===== config.mk =====
export PLATFORM = sky130hd
export DESIGN_NAME = soc_reset_sequencer
export DESIGN_NICKNAME = d
export VERILOG_FILES = /design/src/rtl/soc_reset_sequencer.sv
export SDC_FILE = /design/constraint.sdc
export NUM_CORES = 1
export LEC_CHECK = 0
export CAP_MARGIN = 40
export CORE_UTILIZATION = 50
export DETAILED_ROUTE_END_ITERATION = 8
export PLACE_DENSITY = 0.81
export SETUP_SLACK_MARGIN = 0.5
export SLEW_MARGIN = 10
export SYNTH_ARGS = -nofsm -noshare
export SYNTH_HDL_FRONTEND = slang
export SYNTH_SLANG_ARGS = --single-unit

===== constraint.sdc =====
create_clock -name clk -period 5.81 [get_ports clk]
set_input_delay 1.162 -clock clk [delete_from_list [all_inputs] [get_ports clk]]
set_output_delay 1.162 -clock clk [all_outputs]
set_load 0.05 [all_outputs]

===== src/rtl/soc_reset_sequencer.sv =====
// Board-level reset sequencer: conditions PLL lock and the reset button, then releases
// the HBM domain reset followed by the core reset, restarting on any fault.
module soc_reset_sequencer #(
   parameter int SYNC_STAGES        = 2,
   parameter int DEBOUNCE_CYCLES    = 1000,
   parameter int ASSERT_CYCLES      = 16,
   parameter int LOCK_STABLE_CYCLES = 64,
   parameter int HBM_TO_CORE_CYCLES = 32
) (
   input  logic       clk,
   input  logic       rst,
   input  logic       locked_i,
   input  logic       btn_i,
   output logic       rst_n_hbm,
   output logic       rst_n_core,
   output logic       ready_o,
   output logic [2:0] state_o,
   output logic [7:0] lock_loss_o
);

   typedef enum logic [2:0] {
      S_ASSERT    = 3'd0,
      S_LOCK_WAIT = 3'd1,
      S_REL_HBM   = 3'd2,
      S_RUN       = 3'd3
   } state_t;

   localparam int MAX_AB = (DEBOUNCE_CYCLES > ASSERT_CYCLES) ? DEBOUNCE_CYCLES : ASSERT_CYCLES;
   localparam int MAX_CD = (LOCK_STABLE_CYCLES > HBM_TO_CORE_CYCLES) ? LOCK_STABLE_CYCLES : HBM_TO_CORE_CYCLES;
   localparam int MAX_P  = (MAX_AB > MAX_CD) ? MAX_AB : MAX_CD;
   localparam int CW     = $clog2(MAX_P) + 1;

   state_t                 state_q, state_d;
   logic [CW-1:0]          cnt_q, cnt_d;
   logic [CW-1:0]          db_cnt_q, db_cnt_d;
   logic [SYNC_STAGES-1:0] locked_sync_q, locked_sync_d;
   logic [SYNC_STAGES-1:0] btn_sync_q, btn_sync_d;
   logic                   btn_db_q, btn_db_d;
   logic                   rst_n_hbm_q, rst_n_hbm_d;
   logic                   rst_n_core_q, rst_n_core_d;
   logic                   ready_q, ready_d;
   logic [7:0]             lock_loss_q, lock_loss_d;
   logic                   locked_s, btn_s, fault;

   assign locked_s = locked_sync_q[SYNC_STAGES-1];
   assign btn_s    = btn_sync_q[SYNC_STAGES-1];

   // The debounced button only flips after btn_s has disagreed with it for the full window.
   always_comb begin
      locked_sync_d = {locked_sync_q[SYNC_STAGES-2:0], locked_i};
      btn_sync_d    = {btn_sync_q[SYNC_STAGES-2:0], btn_i};
      btn_db_d      = btn_db_q;
      db_cnt_d      = '0;
      if (btn_s != btn_db_q) begin
         if (db_cnt_q == CW'(DEBOUNCE_CYCLES - 1)) begin
            btn_db_d = btn_s;
         end else begin
            db_cnt_d = db_cnt_q + 1'b1;
         end
      end
   end

   always_comb begin
      state_d     = state_q;
      cnt_d       = cnt_q;
      lock_loss_d = lock_loss_q;
      fault       = 1'b0;
      case (state_q)
         S_ASSERT: begin
            if (btn_db_q) begin
               cnt_d = '0;
            end else if (cnt_q == CW'(ASSERT_CYCLES - 1)) begin
               state_d = S_LOCK_WAIT;
               cnt_d   = '0;
            end else begin
               cnt_d = cnt_q + 1'b1;
            end
         end
         // A lock drop here merely restarts the stability window.
         S_LOCK_WAIT: begin
            if (btn_db_q) begin
               fault = 1'b1;
            end else if (!locked_s) begin
               cnt_d = '0;
            end else if (cnt_q == CW'(LOCK_STABLE_CYCLES - 1)) begin
               state_d = S_REL_HBM;
               cnt_d   = '0;
            end else begin
               cnt_d = cnt_q + 1'b1;
            end
         end
         S_REL_HBM: begin
            if (btn_db_q || !locked_s) begin
               fault = 1'b1;
            end else if (cnt_q == CW'(HBM_TO_CORE_CYCLES - 1)) begin
               state_d = S_RUN;
               cnt_d   = '0;
            end else begin
               cnt_d = cnt_q + 1'b1;
            end
         end
         S_RUN: begin
            if (btn_db_q || !locked_s) begin
               fault = 1'b1;
            end
         end
         default: begin
            state_d = S_ASSERT;
            cnt_d   = '0;
         end
      endcase
      if (fault) begin
         state_d = S_ASSERT;
         cnt_d   = '0;
      end
      if (!locked_s && (state_q == S_REL_HBM || state_q == S_RUN) && lock_loss_q != 8'hFF) begin
         lock_loss_d = lock_loss_q + 8'd1;
      end
      rst_n_hbm_d  = (state_d == S_REL_HBM) || (state_d == S_RUN);
      rst_n_core_d = (state_d == S_RUN);
      ready_d      = (state_d == S_RUN);
   end

   // Outputs derive from the next state, so both resets fall on the same edge.
   always_ff @(posedge clk) begin
      if (rst) begin
         state_q       <= S_ASSERT;
         cnt_q         <= '0;
         db_cnt_q      <= '0;
         locked_sync_q <= '0;
         btn_sync_q    <= '0;
         btn_db_q      <= 1'b0;
         rst_n_hbm_q   <= 1'b0;
         rst_n_core_q  <= 1'b0;
         ready_q       <= 1'b0;
         lock_loss_q   <= 8'd0;
      end else begin
         state_q       <= state_d;
         cnt_q         <= cnt_d;
         db_cnt_q      <= db_cnt_d;
         locked_sync_q <= locked_sync_d;
         btn_sync_q    <= btn_sync_d;
         btn_db_q      <= btn_db_d;
         rst_n_hbm_q   <= rst_n_hbm_d;
         rst_n_core_q  <= rst_n_core_d;
         ready_q       <= ready_d;
         lock_loss_q   <= lock_loss_d;
      end
   end

   assign rst_n_hbm   = rst_n_hbm_q;
   assign rst_n_core  = rst_n_core_q;
   assign ready_o     = ready_q;
   assign state_o     = state_q;
   assign lock_loss_o = lock_loss_q;

endmodule

==> out/results.txt, run 1 <==
The run finished with clean final reports. Worst-case clock buffer depth: 2. Measured in cells, the most critical reg-to-reg path has a length of 6. The combinational fraction of design power was 2.5%; the headroom to the max-slew limit was 44.0%. Startpoint-to-endpoint class of the critical path: flip-flop to primary output.

The library cells used most frequently in the layout, excluding fill and tap cells, are sky130_fd_sc_hd__dfxtp_1 (40), sky130_fd_sc_hd__nor2_1 (38), sky130_fd_sc_hd__xor2_1 (18), sky130_fd_sc_hd__clkdlybuf4s50_1 (17), sky130_fd_sc_hd__nand3_1 (15). The number of nets in the finished design was 239. Once routing completed, OpenROAD measured the worst setup slack at 2.90 ns. In the routed design, unresolved DRC markers number 0.

The startpoint of the most critical register-to-register path is cnt_q[0]$_SDFFE_PP0P_. Adding up every negative setup slack in the final design gives 0 ns. The total count of max-transition violations in the final report was 0; the required time of the critical path was 4.65 ns. For this run, the slowest stage of the critical path takes 0.88 ns. The via count of the first global-routing pass is 1402, and the gate count of the mapped netlist is 216. The clock net in this run drives a total of 40 sinks. Number of top-level design ports: 18. Leaving out fill and tap cells, the most frequent cell in the layout is sky130_fd_sc_hd__dfxtp_1.

The clock transition at the registers of the reported paths is 0.08 ns. Sequential cells were found to cover 42.6% of the synthesized design area. The total routed wirelength was 3.33 mm; the worst-case clock skew was 0.00423 ns. For this run, asynchronously set or reset flops after synthesis account for 0%. At the end of routability-driven placement, the weighted congestion stood at 0.807.

The count of cells resized by post-cts repair was 0. Sequential cells account for 52.5% of the total power. Data arrives at the worst endpoint at 1.75 ns.

The via density per instance is 5.45. The pre-antenna-repair detailed-routing pass consisted of 4 iterations. The critical path launch point type is a flip-flop. Highest-delay cell along the critical path: sky130_fd_sc_hd__clkdlybuf4s50_1.

The global-route congestion overflow total was 0. The final instance count without filler cells is 279. Setup repair after global routing left no endpoint under its margin. The Yosys step of the flow raised 0 warnings.

The predominant post-synthesis flop cell was sky130_fd_sc_hd__dfxtp_1. Of all nets on the critical path, the largest fanout is 12. The clock period minus final worst setup slack is 2.91 ns, and the number of synthesized flops with an enable pin is 0. Mapped cell area: 0.00188 mm².

The post-route netlist has 8.15% of its cells at a drive strength greater than 1. The tools report the capture instance of the worst register-to-register path as cnt_q[7]$_SDFFE_PP0P_. The worst path uses 50.1% of the clock period. Setup slack on the worst reg-to-reg path comes out at 3.38 ns. Summing internal, switching and leakage power gives 0.532 mW. The tools report the number of buffers inserted by post-CTS setup repair as 0. STA classifies the critical path endpoint as a primary output. In this run the core area contains 21 standard-cell rows. The initial core utilization was 54.3%. The number of antenna violations at the first check in global routing is 0.

Maximum number of pins on one net before global-route repair: 18. The count of buffers added on input and output ports is 17. For the global routing usage summed across all routing layers, the log shows 19.1%.

The tools report the master cell of the clock root buffer as sky130_fd_sc_hd__clkbuf_8. Synthesis instantiated 46 different standard cells from the library. In this run the power density over the cells is 243 mW/mm².

The path type of the worst min-delay path is flip-flop to flip-flop. The clock power share was 45.0%. The count of nets left with antenna violations once routing finished came out at 0.

Of the total power, the share spent switching nets is 20.5%. The number of max-capacitance violations reported came out at 0. The clock reaches the later pin of the worst-skew pair after 0.30 ns. Setup violations remaining at the end of the flow were counted as 0. From left edge to right edge, the die measures 63.4 µm. Number of storage elements in the synthesis netlist: 40. For the pin with the worst max-slew slack, the measured transition is 0.818 ns. The number of antenna diodes in the final layout is 0. The detailed router finished its first iteration with 62 violations.

Cell internal power was estimated by the tool at 0.423 mW. Grouping stages by cell kind, the critical path spends the most delay in buffers and inverters. The tools report the worst hold path startpoint as btn_sync_q[0]$_SDFF_PP0_.

Dividing the detail-routed wire length by the instance count gives 11.9 µm. The first global-routing pass estimated 5.98 mm of wire. The analysis attributes to cell leakage a power of 0.759 nW. The placed wire-length estimate after detailed placement was 2.31 mm. TritonCTS built the clock tree.

The number of clock buffers added by TritonCTS is 5. Via count: 1520. The run gives 322 as the number of inserted filler cells in the final layout. In this run the number of H-tree levels came out at 2. The die is 63.4 µm tall. Walking the worst path, the cells encountered are clkdlybuf4s50_1.

The run gives 223 as the net count of the mapped netlist. The per-instance average area after synthesis is 8.71 µm². The worst hold endpoint was btn_sync_q[1]$_SDFF_PP0_. For the minimum setup slack after placement, the log shows 3.05 ns. Relative area change from synthesis to final layout: 16.2%. The logs give 0.109 mW for the net load switching power and 0 for the count of final hold-check violations. Buffering stage count on the worst path with inverters included: 1. The total placed cells including tap cells was 271. The die covers 0.00401 mm². Derived from the worst setup path, the maximum achievable clock frequency is 344 MHz. The number of cells traversed by the worst hold path was 1; the total core area was 0.00347 mm². The number of hold buffers added after CTS was 0. The tools report the largest vdd supply drop as 125 µV.
[sequential cells by signal, indices dropped and copies added (netlist names)]
name	cells
btn_sync_q	2
btn_db_q	1
ready_o	1
db_cnt_q	11
locked_sync_q	2
cnt_q	11
lock_loss_o	8
rst_n_hbm	1
state_o	3
[per-stage QoR]
| step | hold WS (ns) | area, µm² | util [%] |
|---|---|---|---|
| after floorplan | 0.414 | 1880 | - |
| final | 0.441 | 2190 | 63.0 |
| after global routing | 0.455 | 2190 | 63.0 |
| after global placement | 0.427 | 2060 | 59.5 |
| after CTS | 0.444 | 2190 | 63.0 |
| after detailed placement | 0.426 | 2060 | 59.5 |
[worst max path at each step]
stage                     startpoint                endpoint  slack [ns]  cells after the start
2_1_floorplan  cnt_q[0]$_SDFFE_PP0P_      ready_o$_SDFF_PP0_        3.54                      6
3_3_place_gp                     rst  db_cnt_q[8]$_SDFF_PP0_        3.12                      4
3_5_place_dp                     rst  db_cnt_q[6]$_SDFF_PP0_        3.05                      4
4_1_cts        state_o[0]$_SDFF_PP0_              state_o[0]        2.89                      1
5_1_grt        state_o[0]$_SDFF_PP0_              state_o[0]        2.81                      1
6_report       state_o[2]$_SDFF_PP0_              state_o[2]        2.90                      1
[synthesized netlist by cell type, types with 2 or more instances]
master | n | share of area (%)
sky130_fd_sc_hd__a21oi_1 | 8 | 2.1
sky130_fd_sc_hd__a311oi_1 | 2 | 0.93
sky130_fd_sc_hd__and3_1 | 2 | 0.66
sky130_fd_sc_hd__and4_1 | 4 | 1.9
sky130_fd_sc_hd__clkbuf_1 | 5 | 1.0
sky130_fd_sc_hd__dfxtp_1 | 40 | 43
sky130_fd_sc_hd__ha_1 | 3 | 2.0
sky130_fd_sc_hd__inv_1 | 5 | 1.0
sky130_fd_sc_hd__mux2i_1 | 2 | 1.1
sky130_fd_sc_hd__nand2_1 | 11 | 2.2
sky130_fd_sc_hd__nand2b_1 | 4 | 1.3
sky130_fd_sc_hd__nand3_1 | 15 | 4.0
sky130_fd_sc_hd__nor2_1 | 38 | 7.6
sky130_fd_sc_hd__nor2b_1 | 4 | 1.3
sky130_fd_sc_hd__nor3_1 | 5 | 1.3
sky130_fd_sc_hd__nor4_1 | 3 | 1.0
sky130_fd_sc_hd__o2111ai_1 | 2 | 0.93
sky130_fd_sc_hd__o211ai_1 | 2 | 0.80
sky130_fd_sc_hd__o21ai_0 | 8 | 2.1
sky130_fd_sc_hd__or2_2 | 3 | 1.0
sky130_fd_sc_hd__or3_1 | 2 | 0.66
sky130_fd_sc_hd__or4_4 | 2 | 1.2
sky130_fd_sc_hd__xnor2_1 | 6 | 2.8
sky130_fd_sc_hd__xor2_1 | 18 | 8.4
[cells by family (layout without fill, tap and decap cells)]
family	after synthesis	count (layout)	share of synthesized area, %
buf+inv	13	30	3.39
flops	40	40	42.6
other cells	1	1	0.199
compound gates	29	29	10.1
mux	2	2	1.06
xor+xnor	24	24	11.2
simple gates	103	103	29.0
fa+ha+maj	4	4	2.53
[power groups by stage]
| stage | clock network [mW] | registers, mW | logic, mW |
|---|---|---|---|
| 6_report | 0.239 | 0.279 | 0.0135 |
| 5_1_grt | 0.260 | 0.280 | 0.0152 |
| 4_1_cts | 0.245 | 0.279 | 0.0138 |
| 3_5_place_dp | 0 | 0.286 | 0.0137 |
| 3_3_place_gp | 0 | 0.286 | 0.0134 |
| 2_1_floorplan | 0 | 0.286 | 0.00866 |
[final cells by class]
type,instances,area (µm²),share of cell area (%)
multi-input cells,163,1020,46.5
well taps,46,57.6,2.63
clock inverters,2,38.8,1.77
inverters,5,18.8,0.859
flip-flops and latches,40,801,36.6
clock buffers,6,82.6,3.78
repair buffers,17,170,7.78
[routing by layer]
layer	GRT usage [%]	vias to the layer above	wire length, µm
met1	23.3	701	1640
li1	-	781	-
met3	5.43	7	136
met4	9.66	0	70
met2	30.2	31	1480
met5	0	-	0
No activity file was read; power rests on OpenSTA's default activity.
==> inputs of run 2 (changes only) <==
--- a/config.mk
+++ b/config.mk
@@ -8,7 +8,7 @@
 export CAP_MARGIN = 40
 export CORE_UTILIZATION = 50
 export DETAILED_ROUTE_END_ITERATION = 8
-export PLACE_DENSITY = 0.81
+export PLACE_DENSITY = 0.84
 export SETUP_SLACK_MARGIN = 0.5
 export SLEW_MARGIN = 10
 export SYNTH_ARGS = -nofsm -noshare
==> constraint.sdc (replaced) <==
create_clock -name clk -period 2.6 [get_ports clk]
set_input_delay 0.52 -clock clk [delete_from_list [all_inputs] [get_ports clk]]
set_output_delay 0.52 -clock clk [all_outputs]
set_load 0.05 [all_outputs]
==> out/results.txt, run 2 (synthesized netlist as in run 1, its figures left out) <==
The number of nets in the finished design is 246 (was 239), and the number of max-capacitance violations reported is 0 (unchanged). The weighted congestion at the end of routability-driven global placement was 0.852 (was 0.807); the power density relative to cell area was 477 mW/mm² (was 243 mW/mm²). The final instance count without filler cells came out at 286 (was 279). The residual DRC count was 0 (unchanged).

The run gives 0.00209 mm² (was 0.00206 mm²) as the cell area after placement. The number of top-level design ports came out at 18 (unchanged). The global routing met1 resource utilization is 22.4% (was 23.3%). Number of buffer cells added on primary ports: 17 (unchanged).

Worst hold path startpoint: btn_sync_q[0]$_SDFF_PP0_ (unchanged). The data arrival time of the critical path is 2.38 ns (was 1.75 ns), and the global-route congestion overflow total is 0 (unchanged). The busiest metal layer after global routing was met2 (unchanged). The tools report the worst hold endpoint as btn_sync_q[1]$_SDFF_PP0_ (unchanged). The slew at the pin closest to its max-slew limit was 0.585 ns (was 0.818 ns); the met3 usage was 5.62% (was 5.43%).

Via count of the first global-routing pass: 1437 (was 1402). For the violation count after the first detailed-route iteration, the log shows 68 (was 62). The run gives 273 (was 271) as the total placed cells including tap cells. The met2 capacity usage during global routing came out at 30.3% (was 30.2%).

Reg-to-reg setup timing slack: 0.45 ns (was 3.38 ns). The type of element capturing the critical path was a flip-flop (was a primary output). The placed wire-length estimate after detailed placement is 2.40 mm (was 2.31 mm). The final setup violation count is 0 (unchanged), and the number of levels in the clock H-tree is 2 (unchanged). The tools report the final hold slack as 0.436 ns (was 0.441 ns). The startpoint-to-endpoint class of the critical path was flip-flop to flip-flop (was flip-flop to primary output). The count of antenna diodes in the layout is 0 (unchanged), and the routed wire length per instance is 12.0 µm (was 11.9 µm). The fraction of final layout cells with drive strength greater than 1 was 12.9% (was 8.15%). The required time of the critical path was 2.83 ns (was 4.65 ns). The via density per instance came out at 5.36 (was 5.45).

The number of cells traversed by the worst hold path was 1 (unchanged). Clock period minus final worst setup slack: 2.15 ns. Path type of the worst min-delay path: flip-flop to flip-flop (unchanged).

The headroom to the max-slew limit was 60.9% (was 44.0%); the largest vdd supply drop was 368 µV (was 125 µV). The number of inserted filler cells in the final layout was 303 (was 322); the die height was 63.4 µm (unchanged). The tools report the initial core utilization as 54.3% (unchanged). Setup repair after global routing could not meet its margin everywhere. After layout, the worst path uses 82.8% of the clock period. The tools report the number of iterations in the first detailed-routing pass as 4 (unchanged). The critical path launch point type was a flip-flop (unchanged). The master cell of the clock root buffer was sky130_fd_sc_hd__clkbuf_8 (unchanged). The leakage power total came out at 0.791 nW (was 0.759 nW). The tools report the total core area as 0.00347 mm² (unchanged).

The number of antenna violations at the first check in global routing was 0 (unchanged); the cell count of the worst reg-to-reg path was 6 (unchanged). For the maximum clock frequency, the log shows 464 MHz. Maximum fanout count along the critical path: 2 (was 12). The total count of max-transition violations in the final report was 0 (unchanged). The worst-case clock buffer depth was 2 (unchanged).

The tools report the latest clock arrival within the worst-skew pair as 0.28 ns (was 0.30 ns). Commonest cells after routing, fill and taps aside: sky130_fd_sc_hd__nor2_1 (38), sky130_fd_sc_hd__dfxtp_1 (38), sky130_fd_sc_hd__xor2_1 (18), sky130_fd_sc_hd__nand3_1 (15), sky130_fd_sc_hd__clkdlybuf4s50_1 (14) (was sky130_fd_sc_hd__dfxtp_1 (40), sky130_fd_sc_hd__nor2_1 (38), sky130_fd_sc_hd__xor2_1 (18), sky130_fd_sc_hd__clkdlybuf4s50_1 (17), sky130_fd_sc_hd__nand3_1 (15)). The wire length of the first global-routing pass is 5.99 mm (was 5.98 mm).

The tools report the maximum number of pins on one net before global-route repair as 15 (was 18). The tools report the number of placement rows as 21 (unchanged). The count of final hold-check violations was 0 (unchanged); the via count was 1532 (was 1520).

The relative area change from synthesis to final layout was 19.2% (was 16.2%); the total number of clock tree sinks was 40 (unchanged). The die area is 0.00401 mm² (unchanged). The startpoint of the most critical register-to-register path was cnt_q[1]$_SDFFE_PP0P_ (was cnt_q[0]$_SDFFE_PP0P_). The clock transition at the registers of the reported paths was 0.07 ns (was 0.08 ns).

Area taken by multi-input logic gates: 0.00105 mm² (was 0.00102 mm²). Number of CTS-inserted buffers: 5 (unchanged). The width of the chip is 63.4 µm (unchanged). The flow ran to the end, and the final reports show no timing, DRC or antenna violations.

The final total power came out at 1.07 mW (was 0.532 mW). The global routing usage summed across all routing layers is 18.6% (was 19.1%). Post-route cell area: 0.00224 mm² (was 0.00219 mm²). TritonCTS built the clock tree. The total routed wirelength was 3.43 mm (was 3.33 mm); the total negative slack for setup checks was 0 ns (unchanged). The count of nets left with antenna violations after detail routing came out at 0 (unchanged). The capture instance of the worst register-to-register path was ready_o$_SDFF_PP0_ (was cnt_q[7]$_SDFFE_PP0P_). The tools report the storage element area as 808 µm² (was 801 µm²). Worst-case clock skew: 0.00414 ns (was 0.00423 ns).
run 2: how the worst max path moves through the flow:
| stage | slack [ns] | startpoint | depth (start not counted) | endpoint |
|---|---|---|---|---|
| 6_report | 0.45 | cnt_q[1]$_SDFFE_PP0P_ | 6 | ready_o$_SDFF_PP0_ |
| 4_1_cts | 0.37 | cnt_q[1]$_SDFFE_PP0P_ | 6 | ready_o$_SDFF_PP0_ |
| 3_5_place_dp | 0.36 | cnt_q[1]$_SDFFE_PP0P_ | 6 | ready_o$_SDFF_PP0_ |
| 3_3_place_gp | 0.40 | cnt_q[1]$_SDFFE_PP0P_ | 6 | ready_o$_SDFF_PP0_ |
| 2_1_floorplan | 0.44 | cnt_q[1]$_SDFFE_PP0P_ | 6 | ready_o$_SDFF_PP0_ |
| 5_1_grt | 0.35 | cnt_q[1]$_SDFFE_PP0P_ | 6 | ready_o$_SDFF_PP0_ |
run 2: layout make-up:
class | instances | area share [%]
Multi-Input combinational cell | 163 | 46.8
Sequential cell | 40 | 36.0
Timing Repair Buffer | 24 | 9.76
Clock buffer | 8 | 4.02
Tap cell | 46 | 2.57
Inverter | 5 | 0.837
run 2: metrics by stage:
stage	setup slack (ns)	utilization, %
floorplan	0.436	-
global placement	0.398	60.4
detailed placement	0.356	60.4
CTS	0.375	63.9
global route	0.348	64.7
finish	0.447	64.7
run 2: layer usage:
layer	vias up	part of all wire, %
li1	793	-
met1	706	48
met2	29	47
met3	4	4.2
met4	0	1.1
met5	-	0
run 2: repair_timing:
action | in CTS | in global routing
gates resized for setup | 8 | 2
setup buffers | 3 | 2
hold buffers | 0 | 0
gates cloned | 0 | 0
pin swaps | 0 | 3
endpoints found under the setup margin | 9 | 16
run 2: where the power goes:
group,switching (mW),internal (mW)
clock,0.192,0.216
sequential,0.00665,0.617
combinational,0.0197,0.0174
run 2: worst max-delay path, stage by stage (launching register included):
cell                      delay (ns)
sky130_fd_sc_hd__dfxtp_4        0.36
sky130_fd_sc_hd__ha_4           0.13
sky130_fd_sc_hd__or4b_4         0.46
sky130_fd_sc_hd__or4_4          0.43
sky130_fd_sc_hd__or4_4          0.44
sky130_fd_sc_hd__a21oi_2        0.15
sky130_fd_sc_hd__nor2b_2        0.13
==> variant 1, RTL diff (config.mk and constraints of run 2) <==
Register the input `btn_i` before use, without a reset. The logic sees it one clock later. The other inputs are not delayed to match.
--- a/src/rtl/soc_reset_sequencer.sv
+++ b/src/rtl/soc_reset_sequencer.sv
@@ -30,6 +30,12 @@
    localparam int MAX_P  = (MAX_AB > MAX_CD) ? MAX_AB : MAX_CD;
    localparam int CW     = $clog2(MAX_P) + 1;
 
+   logic btn_q;
+
+   always_ff @(posedge clk) begin
+      btn_q <= btn_i;
+   end
+
    state_t                 state_q, state_d;
    logic [CW-1:0]          cnt_q, cnt_d;
    logic [CW-1:0]          db_cnt_q, db_cnt_d;
@@ -48,7 +54,7 @@
    // The debounced button only flips after btn_s has disagreed with it for the full window.
    always_comb begin
       locked_sync_d = {locked_sync_q[SYNC_STAGES-2:0], locked_i};
-      btn_sync_d    = {btn_sync_q[SYNC_STAGES-2:0], btn_i};
+      btn_sync_d    = {btn_sync_q[SYNC_STAGES-2:0], btn_q};
       btn_db_d      = btn_db_q;
       db_cnt_d      = '0;
       if (btn_s != btn_db_q) begin
Function: same outputs for any inputs over 10 cycles, from zero or initial values and one cycle with rst high; that may be too few to reach the edited logic, so the function may still have changed.
==> variant 1 against run 2 <==
  * Sequential cell count up 1
  * Cell area up 2.6%
  * Worst setup slack worse by 18 ps
  * Area after synthesis up 1.1%
  * Hold slack better by 3.8 ps
  * Total power up 1.4%
  * Combinational power up 2%
  * Critical path depth up 2
  * Synthesized cell count up 0.46%
  * Wire length up 7.8%
  * Global-route usage up 1.7 points
  * First-iteration DRC count down 5.9%
==> variant 1: results (changes against run 2) <==
- Nets: 248 (+0.81%)
- Syn nets: 224 (+0.45%)
- Outcome: finished, final reports clean
- Setup Skew: 2.33 ps (-1.81 ps)
- Crit path DAT: 2350 ps (-30 ps)
- Placed Cells: 276 (+1.1%)
- Post-DP HPWL: 2470 um (+3.1%)
- Antenna cell count: 0 (unchanged)
- Layout Cells excl Fill: 289 (+1.0%)
- Worst-Margin Slew: 637 ps (+51.5 ps)
- Post-synthesis xor/xnor area fraction: 0.111 (-0.00118)
- Routed wire length: 3690 um (+7.8%)
- Share of layout cells above drive strength 1: 0.137 (+0.00776)
- Gr usage total: 0.203 (+0.0167)
- Syn_area_per_cell: 8.76 um^2 (+0.60%)
- Number of global-route vias before repair: 1,495 (+4.0%)
- Leakage power: 0.825 nW (+4.3%)
- Via density per instance: 5.42 (+1.2%)
- Drt first-iter violations: 64 (-5.9%)
- First-pass GRT wire length: 6440 um (+7.5%)
- Pre-CTS WS: 364 ps (+8.07 ps)
- Adder-Cell Fraction of Synth Area: 0.0250 (-0.000266)
- GP Congestion: 0.831 (-2.5%)
- Hold Crit Start: btn_sync_q[0]$_SDFF_PP0_
- Peak supply drop: 0.437 mV (+19%)
- Synth Area in Compound Gates: 0.100 (-0.00106)
- Seq/Total Area, Yosys: 0.432 (+0.00605)
- Top cells by area, synth: dfxtp_1 (43%), xor2_1 (8.3%), nor2_1 (7.5%), nand3_1 (3.9%), xnor2_1 (2.8%)
- Placed cell areas: 2120 um^2 (+1.1%)
- Fill count: 300 (-0.99%)
- Multiplexer fraction of the synthesized cell area: 0.0105 (-0.000112)
- Maximum fanout along the worst path: 10 (+8)
==> variant 1: changes by cell type after synthesis <==
cell     before  now
dfxtp_1      40   41
==> variant 1: metrics by stage <==
| step | utilization | total power [W] |
|---|---|---|
| finish | 0.629 | 0.00108 |
| global route | 0.629 | 0.00113 |
| CTS | 0.609 | 0.00109 |
| detailed placement | 0.578 | 0.000690 |
| global placement | 0.578 | 0.000689 |
| floorplan | - | 0.000676 |
==> variant 1: routing by layer <==
layer | share of wire | track usage | vias up
met1 | 0.47 | 0.260 | 732
met2 | 0.48 | 0.314 | 30
met5 | 0 | 0 | -
li1 | - | - | 799
met3 | 0.036 | 0.0507 | 5
met4 | 0.014 | 0.102 | 0
==> variant 1: cell families after synthesis <==
logic type               Yosys count
AND/OR/NAND/NOR                  103
other                              1
XOR/XNOR                          24
adder cells (fa/ha/maj)            4
buffers and inverters             13
flip-flops                        41
multiplexers                       2
AO/OA/AOI/OAI                     29
==> variant 1: worst paths after layout <==
path / cells past startpoint / slack [ps] / endpoint
max reg2reg: 8 / 430 / cnt_q[8]$_SDFFE_PP0P_
max: 8 / 430 / cnt_q[8]$_SDFFE_PP0P_
min reg2reg: 1 / 440 / btn_sync_q[1]$_SDFF_PP0_
min: 1 / 440 / btn_sync_q[1]$_SDFF_PP0_
==> variant 1: power by group through the flow <==
stage	sequential (W)	combinational, W	clock (W)
CTS	0.000640	0.0000361	0.000417
detailed placement	0.000656	0.0000338	0
global placement	0.000656	0.0000332	0
floorplan	0.000656	0.0000196	0
finish	0.000640	0.0000379	0.000406
global route	0.000641	0.0000417	0.000450
==> variant 1: what timing repair did <==
item,4_1_cts,5_1_grt
resized for setup,6,9
setup buffers,3,3
setup endpoints to repair,17,17
pin swaps,0,4
==> variant 1: cell type report <==
type / instances / area (um^2) / area share
Clock buffer: 7 / 86.3 / 0.0375
Inverter: 5 / 18.8 / 0.00816
Multi-Input combinational cell: 163 / 1070 / 0.467
Sequential cell: 41 / 828 / 0.360
Tap cell: 48 / 60.1 / 0.0261
Timing Repair Buffer: 25 / 233 / 0.101
==> variant 2, RTL diff (flow settings as in run 2) <==
Without the edit above. Change the parameter `DEBOUNCE_CYCLES` from 1000 to 2000.
--- a/src/rtl/soc_reset_sequencer.sv
+++ b/src/rtl/soc_reset_sequencer.sv
@@ -2,7 +2,7 @@
 // the HBM domain reset followed by the core reset, restarting on any fault.
 module soc_reset_sequencer #(
    parameter int SYNC_STAGES        = 2,
-   parameter int DEBOUNCE_CYCLES    = 1000,
+   parameter int DEBOUNCE_CYCLES    = 2000,
    parameter int ASSERT_CYCLES      = 16,
    parameter int LOCK_STABLE_CYCLES = 64,
    parameter int HBM_TO_CORE_CYCLES = 32
Function: same outputs for any inputs over 10 cycles, from zero or initial values and one cycle with rst high; that may be too few to reach the edited logic, so the function may still have changed.
==> variant 2 against run 2 <==
  * Cell area is 2.2% higher
  * Count of clock-buffer cells in the layout is 2 lower
  * Sequential share of layout area is 0.65 points higher
  * Sequential cell count is 2 higher
  * Area after synthesis is 5.4% higher
  * Worst setup slack better by 120 ps
  * Clock power is 25% higher
  * Wire length is 5.7% higher
  * Die area is 5.2% higher
  * First-iteration DRC count is 31% higher
  * Hold slack better by 9.0 ps
  * Total power is 12% higher
  * Via count is 1.7% higher
  * Highest routed layer unchanged
==> variant 2: results (changes against run 2) <==
- Setup_tns: 0 ps (unchanged)
- First-pass GRT wire length: 6240 um (+4.1%)
- Power in the clock group: 0.000512 W (+25%)
- Multi-In Gates: 160 (-1.8%)
- Routed wire length: 3620 um (+5.7%)
- Gr usage total: 0.192 (+0.00565)
- Peak supply drop: 0.351 mV (-4.6%)
- Number of global-route vias before repair: 1,428 (-0.63%)
- Bufs w/o clock: 21 (-13%)
- Nets: 240 (-2.4%)
- Post-cts sizing count: 3 (-5)
- Reg-to-Reg End: lock_loss_o[6]$_SDFFE_PP0P_
- Share of the synthesized area in the top cell type: 0.424 (-0.00156)
- Multi-input logic area: 1070 um^2 (+1.8%)
- Outcome: finished, final reports clean
- Sink Count: 42 (+5.0%)
- Longest Clk Path Bufs: 2 (unchanged)
- Synth top cells by count: dfxtp_1 (42), nor2_1 (42), xor2_1 (21)
- Clkbuf count: 6 (-2)
- Rel. slew slack: 0.595 (-0.0141)
- End of the critical path: lock_loss_o[0]
- Share of layout cells above drive strength 1: 0.107 (-0.0223)
- Signal buf overhead: 0.0879 (-0.00972)
- Drt first-iter violations: 89 (+31%)
- Clock buf/inv share: 0.0480 (+0.00788)
- Flop pwr share: 0.545 (-0.038)
- Syn nets: 222 (-0.45%)
- Non-Clock Inverter Count: 3 (-2)
- Worst path slowest cell: clkdlybuf4s50_1
- Seq/Total Area, Yosys: 0.424 (-0.00156)
- Post-synth cell types: 45 (-2.2%)
- Crit-path max cell delay: 820 ps (+360 ps)
- Top cells by area, synth: dfxtp_1 (42%), xor2_1 (9.3%), nor2_1 (7.9%), xnor2_1 (3.1%), nand3_1 (2.8%)
- Worst-skew pair later-pin latency: 300 ps (+20 ps)
- Leakage power: 0.866 nW (+9.4%)
- Delay-heaviest family, CP: buffers and inverters
- Postcts setup bufs: 0 (-3)
- Flop-to-flop setup slack: 720 ps (+270 ps)
- GP Congestion: 0.874 (+2.6%)
- Setup Skew: 8.02 ps (+3.88 ps)
- DR vias: 1,558 (+1.7%)
- Reg area: 841 um^2 (+4.0%)
- Fill count: 343 (+13%)
- Crit path DAT: 1520 ps (-860 ps)
- Antenna cell count: 0 (unchanged)
- Psw: 0.000250 W (+14%)
- Maximum fanout along the worst path: 4 (+2)
- Largest net degree at the start of global routing: 14 (-1)
- Synth warnings: 0 (unchanged)
- Hold Path Sink: btn_sync_q[1]$_SDFF_PP0_
- Post-DP HPWL: 2480 um (+3.4%)
- Worst setup path start: lock_loss_o[0]$_SDFFE_PP0P_
- # port buffers: 17 (unchanged)
-- variant 2: kinds of logic after synthesis --
family	Yosys count	share of synthesized area
buf+inv	13	0.0397
mux	2	0.0101
compound gates	30	0.112
xor+xnor	28	0.124
fa+ha+maj	3	0.0189
other cells	1	0.00189
flops	42	0.424
simple gates	96	0.269
-- variant 2: metal layers --
metal	track usage	up-vias	wire, um
li1	-	780	-
met1	0.239	740	1750
met2	0.303	30	1670
met3	0.0546	8	151
met4	0.0889	0	52
met5	0	-	0
-- variant 2: metrics by stage --
stage | setup slack, ps | instance area (um^2) | hold WS [ps] | total power, W | instances
5_1_grt | 511 | 2290 | 467 | 0.00124 | 282
4_1_cts | 510 | 2280 | 446 | 0.00121 | 282
6_report | 565 | 2290 | 445 | 0.00120 | 282
2_1_floorplan | 636 | 1980 | 414 | 0.000690 | 215
3_3_place_gp | 632 | 2180 | 417 | 0.000702 | 274
3_5_place_dp | 614 | 2180 | 427 | 0.000703 | 274
